--- src/rtl/result_uart_reporter.sv ---
// ---------------------------------------------------------------------------
// result_uart_reporter
//
// Purpose:
//    Waits for the rising edge of the solver's done level, latches the result,
//    converts it to decimal with a serial double-dabble, then transmits the
//    digits (leading zeros suppressed) followed by CR LF on a UART 8N1 line.
//
// Ports:
//    clk      in   system clock, all logic on the rising edge
//    rst      in   asynchronous, active-high reset
//    result   in   RESULT_W-bit unsigned answer, sampled only on trigger
//    done     in   solver completion level; its rising edge is the trigger
//    uart_tx  out  registered serial output, idle high
//    busy     out  high from the cycle after trigger until the last stop bit
//    sent     out  one-cycle pulse when the final LF stop bit completes
// ---------------------------------------------------------------------------
module result_uart_reporter #(
   parameter int CLKS_PER_BIT = 104,
   parameter int RESULT_W     = 32
) (
   input  logic                clk,
   input  logic                rst,
   input  logic [RESULT_W-1:0] result,
   input  logic                done,
   output logic                uart_tx,
   output logic                busy,
   output logic                sent
);

   localparam int NDIG  = 10;
   localparam int BCD_W = NDIG * 4;
   localparam int CNT_W = $clog2(RESULT_W + 1);
   localparam int CLK_W = $clog2(CLKS_PER_BIT + 1);

   typedef enum logic [1:0] {
      S_IDLE,
      S_CONV,
      S_LOAD,
      S_SEND
   } state_t;

   // Byte phases: digits, CR, LF, and "LF already in the shifter".
   localparam logic [1:0] PH_DIG  = 2'd0;
   localparam logic [1:0] PH_CR   = 2'd1;
   localparam logic [1:0] PH_LF   = 2'd2;
   localparam logic [1:0] PH_LAST = 2'd3;

   state_t              r_state;
   logic                r_done_q;
   logic [RESULT_W-1:0] r_bin;
   logic [BCD_W-1:0]    r_bcd;
   logic [CNT_W-1:0]    r_conv_cnt;
   logic                r_first;
   logic [3:0]          r_dig_idx;
   logic [1:0]          r_phase;
   logic [7:0]          r_shift;
   logic [3:0]          r_bit_cnt;
   logic [CLK_W-1:0]    r_clk_cnt;
   logic                r_tx;
   logic                r_busy;
   logic                r_sent;

   logic [BCD_W-1:0]    w_adj;
   logic [3:0]          w_msd;
   logic [3:0]          w_idx;
   logic [3:0]          w_nib;
   logic [7:0]          w_byte;

   // Double-dabble correction: every nibble >= 5 gets +3 before the shift.
   generate
      for (genvar gi = 0; gi < NDIG; gi++) begin : g_adj
         assign w_adj[gi*4 +: 4] = (r_bcd[gi*4 +: 4] >= 4'd5) ? r_bcd[gi*4 +: 4] + 4'd3
                                                              : r_bcd[gi*4 +: 4];
      end
   endgenerate

   // Index of the most significant nonzero digit (0 when the value is 0,
   // which makes a zero result print as a single '0').
   always_comb begin
      w_msd = '0;
      for (int i = 0; i < NDIG; i++) begin
         if (r_bcd[i*4 +: 4] != 4'd0) begin
            w_msd = 4'(i);
         end
      end
   end

   assign w_idx = r_first ? w_msd : r_dig_idx;
   assign w_nib = r_bcd[{w_idx, 2'b00} +: 4];

   always_comb begin
      w_byte = 8'h0A;
      case (r_phase)
         PH_DIG:  w_byte = {4'h3, w_nib};
         PH_CR:   w_byte = 8'h0D;
         default: w_byte = 8'h0A;
      endcase
   end

   always_ff @(posedge clk or posedge rst) begin
      if (rst) begin
         r_state    <= S_IDLE;
         r_done_q   <= 1'b0;
         r_bin      <= '0;
         r_bcd      <= '0;
         r_conv_cnt <= '0;
         r_first    <= 1'b0;
         r_dig_idx  <= '0;
         r_phase    <= PH_DIG;
         r_shift    <= '0;
         r_bit_cnt  <= '0;
         r_clk_cnt  <= '0;
         r_tx       <= 1'b1;
         r_busy     <= 1'b0;
         r_sent     <= 1'b0;
      end else begin
         r_done_q <= done;
         r_sent   <= 1'b0;
         case (r_state)
            S_IDLE: begin
               if (done && !r_done_q) begin
                  r_bin      <= result;
                  r_bcd      <= '0;
                  r_conv_cnt <= '0;
                  r_first    <= 1'b1;
                  r_dig_idx  <= '0;
                  r_phase    <= PH_DIG;
                  r_busy     <= 1'b1;
                  r_state    <= S_CONV;
               end
            end

            S_CONV: begin
               {r_bcd, r_bin} <= {w_adj, r_bin} << 1;
               if (r_conv_cnt == CNT_W'(RESULT_W - 1)) begin
                  r_state <= S_LOAD;
               end else begin
                  r_conv_cnt <= r_conv_cnt + 1'b1;
               end
            end

            S_LOAD: begin
               // Start bit goes on the line at this edge.
               r_tx      <= 1'b0;
               r_shift   <= w_byte;
               r_bit_cnt <= '0;
               r_clk_cnt <= '0;
               r_first   <= 1'b0;
               r_state   <= S_SEND;
               case (r_phase)
                  PH_DIG: begin
                     if (w_idx == 4'd0) begin
                        r_phase <= PH_CR;
                     end else begin
                        r_dig_idx <= w_idx - 4'd1;
                     end
                  end
                  PH_CR:   r_phase <= PH_LF;
                  default: r_phase <= PH_LAST;
               endcase
            end

            S_SEND: begin
               if (r_bit_cnt == 4'd9) begin
                  if (r_phase == PH_LAST) begin
                     if (r_clk_cnt == CLK_W'(CLKS_PER_BIT - 1)) begin
                        r_state <= S_IDLE;
                        r_sent  <= 1'b1;
                        r_busy  <= 1'b0;
                     end else begin
                        r_clk_cnt <= r_clk_cnt + 1'b1;
                     end
                  end else if (r_clk_cnt == CLK_W'(CLKS_PER_BIT - 2)) begin
                     // The LOAD cycle supplies the final stop-bit cycle, so
                     // the next start bit follows back-to-back.
                     r_state <= S_LOAD;
                  end else begin
                     r_clk_cnt <= r_clk_cnt + 1'b1;
                  end
               end else if (r_clk_cnt == CLK_W'(CLKS_PER_BIT - 1)) begin
                  // Shifting ones in from the top turns bit 9 into the stop bit.
                  r_clk_cnt <= '0;
                  r_bit_cnt <= r_bit_cnt + 4'd1;
                  r_tx      <= r_shift[0];
                  r_shift   <= {1'b1, r_shift[7:1]};
               end else begin
                  r_clk_cnt <= r_clk_cnt + 1'b1;
               end
            end

            default: r_state <= S_IDLE;
         endcase
      end
   end

   assign uart_tx = r_tx;
   assign busy    = r_busy;
   assign sent    = r_sent;

endmodule

--- config.mk ---
export PLATFORM = sky130hd
export DESIGN_NAME = result_uart_reporter
export DESIGN_NICKNAME = d
export VERILOG_FILES = /design/src/rtl/result_uart_reporter.sv
export SDC_FILE = /design/constraint.sdc
export NUM_CORES = 1
export LEC_CHECK = 0
export CAP_MARGIN = 20
export CORE_ASPECT_RATIO = 0.6
export CORE_MARGIN = 1.5
export CORE_UTILIZATION = 50
export DETAILED_ROUTE_END_ITERATION = 16
export PLACE_DENSITY = 0.76
export SLEW_MARGIN = 20
export SYNTH_ARGS = -nofsm -noshare
export SYNTH_HDL_FRONTEND = slang
export SYNTH_SLANG_ARGS = --single-unit
--- constraint.sdc ---
create_clock -name clk -period 4.53 [get_ports clk]
set_input_delay 0.453 -clock clk [delete_from_list [all_inputs] [get_ports clk]]
set_output_delay 0.453 -clock clk [all_outputs]
set_load 0.01 [all_outputs]
==> impl_metrics.prom, run 1 <==
# TYPE chip_impl_metric gauge
chip_impl_info{name="outcome",value="complete, no violations"} 1
chip_impl_info{name="min-delay-start",value="r_shift[7]"} 1
chip_impl_metric{name="number_of_sinks_handled_by_clock_tree_synthesis",unit=""} 110
chip_impl_metric{name="insertion_delay",unit="ns"} 0.36
chip_impl_metric{name="wirelength_met1",unit="um"} 7610
chip_impl_metric{name="min_period",unit="ns"} 3.19
chip_impl_metric{name="globalRouteTotalUtil",unit="%"} 24.6
chip_impl_metric{name="h-tree-depth",unit=""} 3
chip_impl_metric{name="synth.yosys.seq_area_share",unit="%"} 43.5
chip_impl_info{name="grt_setup_unrepaired",value="no"} 1
chip_impl_metric{name="grt_pass1_vias",unit=""} 5171
chip_impl_info{name="cell_at_the_root_of_the_clock_tree",value="sky130_fd_sc_hd__clkbuf_16"} 1
chip_impl_metric{name="core_region_area",unit="um2"} 12200
chip_impl_metric{name="fin_nets",unit=""} 769
chip_impl_info{name="worstHoldEndpoint",value="r_shift[7]"} 1
chip_impl_info{name="synth.area.top_cells",value="sky130_fd_sc_hd__dfrtp_1 (43%), sky130_fd_sc_hd__ha_1 (5.5%), sky130_fd_sc_hd__o21ai_0 (4.0%)"} 1
chip_impl_metric{name="dpl-instance-area",unit="um2"} 6840
chip_impl_metric{name="die-width",unit="um"} 148
chip_impl_metric{name="ff2ff_path_depth",unit=""} 11
chip_impl_info{name="criticalPathCategory",value="reg -> reg"} 1
chip_impl_metric{name="yosysWarnings",unit=""} 0
chip_impl_info{name="synth_ff_type",value="sky130_fd_sc_hd__dfrtp_1"} 1
chip_impl_metric{name="final-max-slew-violation-count",unit=""} 0
chip_impl_metric{name="timing.critical_path.arrival",unit="ns"} 3.46
chip_impl_info{name="clock_tree_from_tritoncts",value="done"} 1
chip_impl_metric{name="mappedNetlistArea",unit="um2"} 6330
chip_impl_info{name="critical_path.reg2reg.startpoint",value="r_bcd[24]"} 1
chip_impl_metric{name="dp.final_hpwl",unit="um"} 11200
chip_impl_metric{name="synthDistinctLibCells",unit=""} 73
chip_impl_metric{name="cts.clk_slew.worst_paths",unit="ns"} 0.08
chip_impl_metric{name="cts_post_setup_buffers_inserted",unit=""} 0
chip_impl_metric{name="cap_viol_max_count",unit=""} 0
chip_impl_metric{name="finalCoreUtilization",unit="%"} 58.7
chip_impl_info{name="worst_r2r_endpoint",value="r_dig_idx[0]"} 1
chip_impl_metric{name="max-slew-margin-rel",unit="%"} 34.0
chip_impl_metric{name="layout-drive-gt1-share",unit="%"} 8.30
chip_impl_metric{name="cellLeakagePower",unit="nW"} 3.03
chip_impl_metric{name="wl",unit="um"} 15600
chip_impl_metric{name="cts_repair_resize_count",unit=""} 0
chip_impl_metric{name="synth-async-reset-ratio",unit="%"} 100
chip_impl_metric{name="cts_buffers",unit=""} 9
chip_impl_metric{name="final-hold-violation-count",unit=""} 0
chip_impl_metric{name="die-area",unit="um2"} 13400
chip_impl_metric{name="report.final.setup_viol",unit=""} 0
chip_impl_metric{name="gp_routability_congestion",unit=""} 0.923
chip_impl_metric{name="pin_count",unit=""} 38
chip_impl_info{name="synth_area_leader_cell",value="sky130_fd_sc_hd__dfrtp_1"} 1
chip_impl_metric{name="insertedDiodeCount",unit=""} 0
chip_impl_metric{name="max_slew.worst_pin.slew",unit="ns"} 0.988
chip_impl_metric{name="vdd_ir_drop_max",unit="V"} 0.000254
chip_impl_metric{name="drt-wirelength-per-cell",unit="um"} 17.8
chip_impl_metric{name="initial_utilization",unit="%"} 51.8
chip_impl_metric{name="wl_met2",unit="um"} 6860
chip_impl_metric{name="finalCritPeriodShare",unit="%"} 70.4
chip_impl_metric{name="grt_first_pass_wirelength",unit="um"} 26200
chip_impl_metric{name="power_density",unit="nW/um2"} 685
chip_impl_metric{name="vias",unit=""} 5317
chip_impl_metric{name="first_pass_iters",unit=""} 5
chip_impl_metric{name="placement_rows",unit=""} 31
chip_impl_metric{name="yosys_register_bits",unit=""} 110
chip_impl_metric{name="finalSetupTns",unit="ns"} 0
chip_impl_metric{name="met3WireLength",unit="um"} 1000
chip_impl_metric{name="drt_drc_violations_left",unit=""} 0
chip_impl_metric{name="critical_path.max_fanout",unit=""} 7
chip_impl_metric{name="cts_hold_fix_bufs",unit=""} 0
chip_impl_metric{name="number_of_cells_on_the_worst_hold_path",unit=""} 2
chip_impl_metric{name="grt_antenna_before_repair",unit=""} 0
chip_impl_metric{name="cts-root-to-sink-buffers",unit=""} 2
chip_impl_metric{name="synth_enable_flop_cells",unit=""} 0
chip_impl_metric{name="grt_start_max_net_pins",unit=""} 91
chip_impl_metric{name="finalClockSkew",unit="ns"} 0.00960
chip_impl_info{name="dr.max_layer_used",value="met4"} 1
chip_impl_info{name="critPathCaptureType",value="flop"} 1
chip_impl_metric{name="globalRouteOverflowTotal",unit=""} 0
chip_impl_metric{name="synthesis.instances",unit=""} 684
chip_impl_metric{name="fmaxAchievable",unit="MHz"} 314
chip_impl_metric{name="detail_route.vias_per_cell",unit=""} 6.07
chip_impl_metric{name="initialDrtViolationCount",unit=""} 434
chip_impl_metric{name="syn-mean-instance-area",unit="um2"} 9.25
chip_impl_metric{name="place.port_buffers",unit=""} 37
chip_impl_metric{name="synth.net_count",unit=""} 747
chip_impl_metric{name="postLayoutCellArea",unit="um2"} 7170
chip_impl_metric{name="worst-r2r-setup-slack",unit="ns"} 1.34
chip_impl_info{name="timing.critical_path.from_type",value="flop"} 1
chip_impl_metric{name="num-fill-cells",unit=""} 1030
chip_impl_metric{name="die-height",unit="um"} 90.2
chip_impl_metric{name="antenna_violating_nets_post_route",unit=""} 0
chip_impl_info{name="min_path_type",value="reg -> reg"} 1
chip_impl_metric{name="area_growth_syn_to_layout",unit="%"} 13.3
chip_impl_metric{name="data_required_time_at_the_worst_endpoint",unit="ns"} 4.80
chip_impl_metric{name="post-synth-top-area-fraction",unit="%"} 43.1
## layout make-up
cell class                 instances  area [um2]  area share [%]
timing repair buffer              44         423            5.90
clock inverter                     7         100            1.40
clock buffer                       9         225            3.14
multi-input combinational        510        3340            46.6
tap                              165         206            2.88
sequential                       110        2750            38.4
inverter                          31         123            1.71
## sequential cells by signal (all words and copies together), names as in the netlist
signal	count
busy	1
r_bcd	40
r_bin	32
r_bit_cnt	4
r_clk_cnt	7
r_conv_cnt	6
r_dig_idx	4
r_done_q	1
r_first	1
r_phase	2
r_shift	8
r_state	2
sent	1
uart_tx	1
## critical path, cell delays in order, from the launching register on
cell and delay (ns):
sky130_fd_sc_hd__dfrtp_1 0.47, sky130_fd_sc_hd__inv_1 0.14, sky130_fd_sc_hd__ha_1 0.22, sky130_fd_sc_hd__nor3b_1 0.43, sky130_fd_sc_hd__o211ai_1 0.31, sky130_fd_sc_hd__o21a_4 0.31, sky130_fd_sc_hd__nor2_4 0.23, sky130_fd_sc_hd__clkinv_2 0.16
sky130_fd_sc_hd__ha_1 0.23, sky130_fd_sc_hd__nand3_1 0.11, sky130_fd_sc_hd__nand3_1 0.24, sky130_fd_sc_hd__mux2i_1 0.25
## where the power goes
part,switching (W),internal (W)
clock network,0.000401,0.000449
logic,0.00139,0.000937
registers,0.000409,0.00133
total,0.00220,0.00271
## through the flow
step	hold slack (ns)	power (W)	worst slack (ns)	instances
floorplan	0.446	0.00342	1.18	684
global placement	0.460	0.00391	1.38	860
detailed placement	0.463	0.00404	1.23	860
CTS	0.484	0.00491	1.37	876
global route	0.511	0.00528	1.10	876
finish	0.478	0.00491	1.34	876
## worst max-delay path by stage
stage,from,endpoint,cells after the start
3_5_place_dp,done,r_bcd[35],6
6_report,r_bcd[24],r_dig_idx[0],11
5_1_grt,r_bcd[24],r_dig_idx[0],11
3_3_place_gp,done,r_bcd[35],6
2_1_floorplan,rst,busy,1
4_1_cts,r_bcd[24],r_dig_idx[0],11
## Yosys cell counts (3+ instances only)
library cell	instances
sky130_fd_sc_hd__buf_1	3
sky130_fd_sc_hd__clkbuf_1	25
sky130_fd_sc_hd__a21oi_1	37
sky130_fd_sc_hd__o31ai_1	21
sky130_fd_sc_hd__nor2_1	62
sky130_fd_sc_hd__nand4_1	5
sky130_fd_sc_hd__inv_1	29
sky130_fd_sc_hd__o22ai_1	19
sky130_fd_sc_hd__buf_2	4
sky130_fd_sc_hd__or3_1	4
sky130_fd_sc_hd__nand2b_1	18
sky130_fd_sc_hd__nor3_1	10
sky130_fd_sc_hd__nand3_1	41
sky130_fd_sc_hd__nor4_1	5
sky130_fd_sc_hd__nand2_1	67
sky130_fd_sc_hd__dfrtp_1	109
sky130_fd_sc_hd__nor3b_1	9
sky130_fd_sc_hd__xor2_1	8
sky130_fd_sc_hd__mux2i_1	13
sky130_fd_sc_hd__ha_1	28
sky130_fd_sc_hd__xnor2_1	14
sky130_fd_sc_hd__o211ai_1	11
sky130_fd_sc_hd__a22o_1	3
sky130_fd_sc_hd__a22oi_1	13
sky130_fd_sc_hd__o21ai_0	51
sky130_fd_sc_hd__or3b_4	3
sky130_fd_sc_hd__and2_1	6
sky130_fd_sc_hd__a32o_1	10
## placed cells by master (no fill, tap or decap), types with 14 or more instances in the layout
cell	instances
sky130_fd_sc_hd__nand2_1	66
sky130_fd_sc_hd__dfrtp_1	109
sky130_fd_sc_hd__clkdlybuf4s50_1	37
sky130_fd_sc_hd__nand3_1	41
sky130_fd_sc_hd__o22ai_1	19
sky130_fd_sc_hd__o31ai_1	20
sky130_fd_sc_hd__a21oi_1	37
sky130_fd_sc_hd__xnor2_1	14
sky130_fd_sc_hd__inv_1	28
sky130_fd_sc_hd__ha_1	28
sky130_fd_sc_hd__o21ai_0	51
sky130_fd_sc_hd__nor2_1	62
sky130_fd_sc_hd__nand2b_1	18
## kinds of logic after synthesis
logic type	synth area share, %
xor+xnor	3.04
flops	43.5
buf+inv	3.99
fa+ha+maj	5.53
simple gates	19.5
mux	2.83
compound gates	21.6
## per-layer routing
layer | vias to the layer above | global-route usage (%)
li1 | 2521 | -
met1 | 2625 | 36.3
met2 | 153 | 37.2
met3 | 18 | 5.18
met4 | 0 | 5.78
met5 | - | 0
Power figures use the tool's default switching activity.
==> run 2, diff against run 1 <==
PLACE_DENSITY = 0.79   (was 0.76)
clock period = 2.8 ns   (was 4.53 ns; I/O delays follow)
==> run 2 against run 1 <==
  * Non-clock buffer count increased by 16
  * Global-route usage rose by 0.76 points
  * Sequential power increased by 61%
  * Via count up 3.5%
  * Largest cell class unchanged
==> impl_metrics.prom, run 2 (synthesized netlist as in run 1, its figures left out) <==
# TYPE chip_impl_metric gauge
chip_impl_metric{name="place.port_buffers",unit=""} 37
chip_impl_info{name="criticalPathCategory",value="reg -> reg"} 1
chip_impl_metric{name="grt_start_max_net_pins",unit=""} 111
chip_impl_metric{name="timing.critical_path.arrival",unit="ns"} 2.91
chip_impl_metric{name="dpl-instance-area",unit="um2"} 6980
chip_impl_info{name="layout_common_cells",value="sky130_fd_sc_hd__dfrtp_1 (109), sky130_fd_sc_hd__nand2_1 (66), sky130_fd_sc_hd__nor2_1 (62)"} 1
chip_impl_metric{name="area_growth_syn_to_layout",unit="%"} 15.8
chip_impl_metric{name="pin_count",unit=""} 38
chip_impl_metric{name="grt_pass1_vias",unit=""} 5337
chip_impl_metric{name="report.final.setup_viol",unit=""} 0
chip_impl_metric{name="insertedDiodeCount",unit=""} 0
chip_impl_metric{name="cap_viol_max_count",unit=""} 0
chip_impl_metric{name="final_critical_path_setup_slack",unit="ns"} 0.166
chip_impl_info{name="kind_of_cell_adding_the_most_delay_to_the_critical_path",value="simple AND/OR/NAND/NOR gates"} 1
chip_impl_metric{name="grt_antenna_before_repair",unit=""} 0
chip_impl_metric{name="fin_nets",unit=""} 785
chip_impl_metric{name="cts_buffers",unit=""} 9
chip_impl_metric{name="data_required_time_at_the_worst_endpoint",unit="ns"} 3.08
chip_impl_metric{name="wl",unit="um"} 16100
chip_impl_metric{name="initial_utilization",unit="%"} 51.8
chip_impl_info{name="cell_at_the_root_of_the_clock_tree",value="sky130_fd_sc_hd__clkbuf_16"} 1
chip_impl_info{name="top_register",value="r_bcd"} 1
chip_impl_metric{name="detail_route.vias_per_cell",unit=""} 6.17
chip_impl_info{name="min_path_type",value="in -> async"} 1
chip_impl_info{name="critPathCaptureType",value="flop"} 1
chip_impl_metric{name="core_region_area",unit="um2"} 12200
chip_impl_metric{name="drt-wirelength-per-cell",unit="um"} 18.0
chip_impl_info{name="most_common_library_cell_in_the_layout_ignoring_fill_and_taps",value="sky130_fd_sc_hd__dfrtp_1"} 1
chip_impl_metric{name="min_period",unit="ns"} 2.63
chip_impl_metric{name="grt_first_pass_wirelength",unit="um"} 26900
chip_impl_metric{name="dpl_worst_slack",unit="ns"} 0.0136
chip_impl_metric{name="cts.clk_slew.worst_paths",unit="ns"} 0.08
chip_impl_info{name="timing.critical_path.from_type",value="flop"} 1
chip_impl_metric{name="globalRouteTotalUtil",unit="%"} 25.4
chip_impl_metric{name="antenna_violating_nets_post_route",unit=""} 0
chip_impl_info{name="outcome",value="complete, no violations"} 1
chip_impl_metric{name="die-width",unit="um"} 148
chip_impl_info{name="grt_setup_unrepaired",value="no"} 1
chip_impl_info{name="critical_path.slowest_cell",value="sky130_fd_sc_hd__a2111oi_4"} 1
chip_impl_info{name="worstPathCellList",value="inv_1, ha_1, or3b_4, a2111oi_4, o21a_4, nor2_4, clkinv_2, ha_1, nand3_1, nand3_2, mux2i_1"} 1
chip_impl_metric{name="globalRouteOverflowTotal",unit=""} 0
chip_impl_metric{name="dp.final_hpwl",unit="um"} 11400
chip_impl_metric{name="postLayoutCellArea",unit="um2"} 7330
chip_impl_metric{name="die-area",unit="um2"} 13400
chip_impl_metric{name="critical_path.max_fanout",unit=""} 4
chip_impl_metric{name="vdd_ir_drop_max",unit="V"} 0.000550
chip_impl_metric{name="first_pass_iters",unit=""} 7
chip_impl_metric{name="vias",unit=""} 5501
chip_impl_metric{name="h-tree-depth",unit=""} 3
chip_impl_metric{name="largest_reg_flops",unit=""} 40
chip_impl_info{name="clock_tree_from_tritoncts",value="done"} 1
chip_impl_metric{name="drt_drc_violations_left",unit=""} 0
chip_impl_metric{name="final-max-slew-violation-count",unit=""} 0
chip_impl_metric{name="final-hold-violation-count",unit=""} 0
chip_impl_metric{name="max-slew-margin-rel",unit="%"} 47.5
chip_impl_metric{name="initialDrtViolationCount",unit=""} 404
chip_impl_metric{name="fmaxAchievable",unit="MHz"} 380
chip_impl_metric{name="cts-root-to-sink-buffers",unit=""} 2
chip_impl_metric{name="power_density",unit="nW/um2"} 1120
chip_impl_metric{name="die-height",unit="um"} 90.2
chip_impl_metric{name="max_slew.worst_pin.slew",unit="ns"} 0.785
chip_impl_info{name="critPathMostFrequentCell",value="sky130_fd_sc_hd__ha_1"} 1
chip_impl_metric{name="insertion_delay",unit="ns"} 0.36
chip_impl_info{name="reg.largest.list",value="r_bcd x40, r_bin x32, r_shift x8"} 1
chip_impl_metric{name="cts_hold_fix_bufs",unit=""} 0
chip_impl_metric{name="layout-drive-gt1-share",unit="%"} 10.5
chip_impl_metric{name="slowest_delay",unit="ns"} 0.45
chip_impl_metric{name="finalSetupTns",unit="ns"} 0
chip_impl_metric{name="cellLeakagePower",unit="nW"} 3.11
chip_impl_metric{name="gp_routability_congestion",unit=""} 0.999
chip_impl_metric{name="critical_path.n_buffers_inverters",unit=""} 2
chip_impl_metric{name="number_of_sinks_handled_by_clock_tree_synthesis",unit=""} 110
chip_impl_metric{name="placement_rows",unit=""} 31
chip_impl_metric{name="finalCritPeriodShare",unit="%"} 94.1
chip_impl_metric{name="finalClockSkew",unit="ns"} 0.0134
[run 2: timing repair]
item	CTS	global route
buffers inserted	0	1
setup endpoints to repair	0	8
endpoints found under the hold margin	0	0
resized for setup	0	3
[run 2: metal layers]
layer,GRT usage [%],routed length (um),up-vias
met5,0,0,-
met4,7.18,189,0
met3,6.24,1190,23
met2,37.3,7020,203
met1,37.2,7670,2722
li1,-,-,2553
[run 2: final timing paths]
kind	start	endpoint	slack [ns]	depth (start not counted)
min reg2reg	r_bin[31]	r_bin[31]	0.48	2
min	rst	r_dig_idx[1]	0.39	3
max reg2reg	r_bcd[4]	r_dig_idx[3]	0.17	11
max in group asynchronous	rst	r_state[1]	1.86	3
max	r_bcd[4]	r_dig_idx[3]	0.17	11
min in group clk	result[0]	r_bin[0]	0.44	3
[run 2: tightest hold or removal path, delay by kind of cell]
kind     cells  cell delay [ns]
buf+inv      3             0.92
[run 2: cell type report]
cell class | instances | area [um2]
timing repair buffer | 60 | 568
clock inverter | 7 | 100
fill | 1047 | 4890
multi-input combinational | 510 | 3350
inverter | 31 | 124
sequential | 110 | 2750
tap | 165 | 206
clock buffer | 9 | 225
[run 2: through the flow]
step / utilization (%) / power (W) / hold slack, ns / std cells
after global placement: 57.1 / 0.00652 / 0.461 / 875
final: 60.0 / 0.00823 / 0.393 / 892
after CTS: 59.8 / 0.00814 / 0.442 / 891
after detailed placement: 57.1 / 0.00673 / 0.462 / 875
after floorplan: - / 0.00553 / 0.311 / 684
after global routing: 60.0 / 0.00884 / 0.473 / 892
[run 2: power by group]
part           switching (W)  internal (W)  total [W]
clock               0.000655      0.000725    0.00138
sequential          0.000656       0.00215    0.00280
combinational        0.00235       0.00169    0.00405
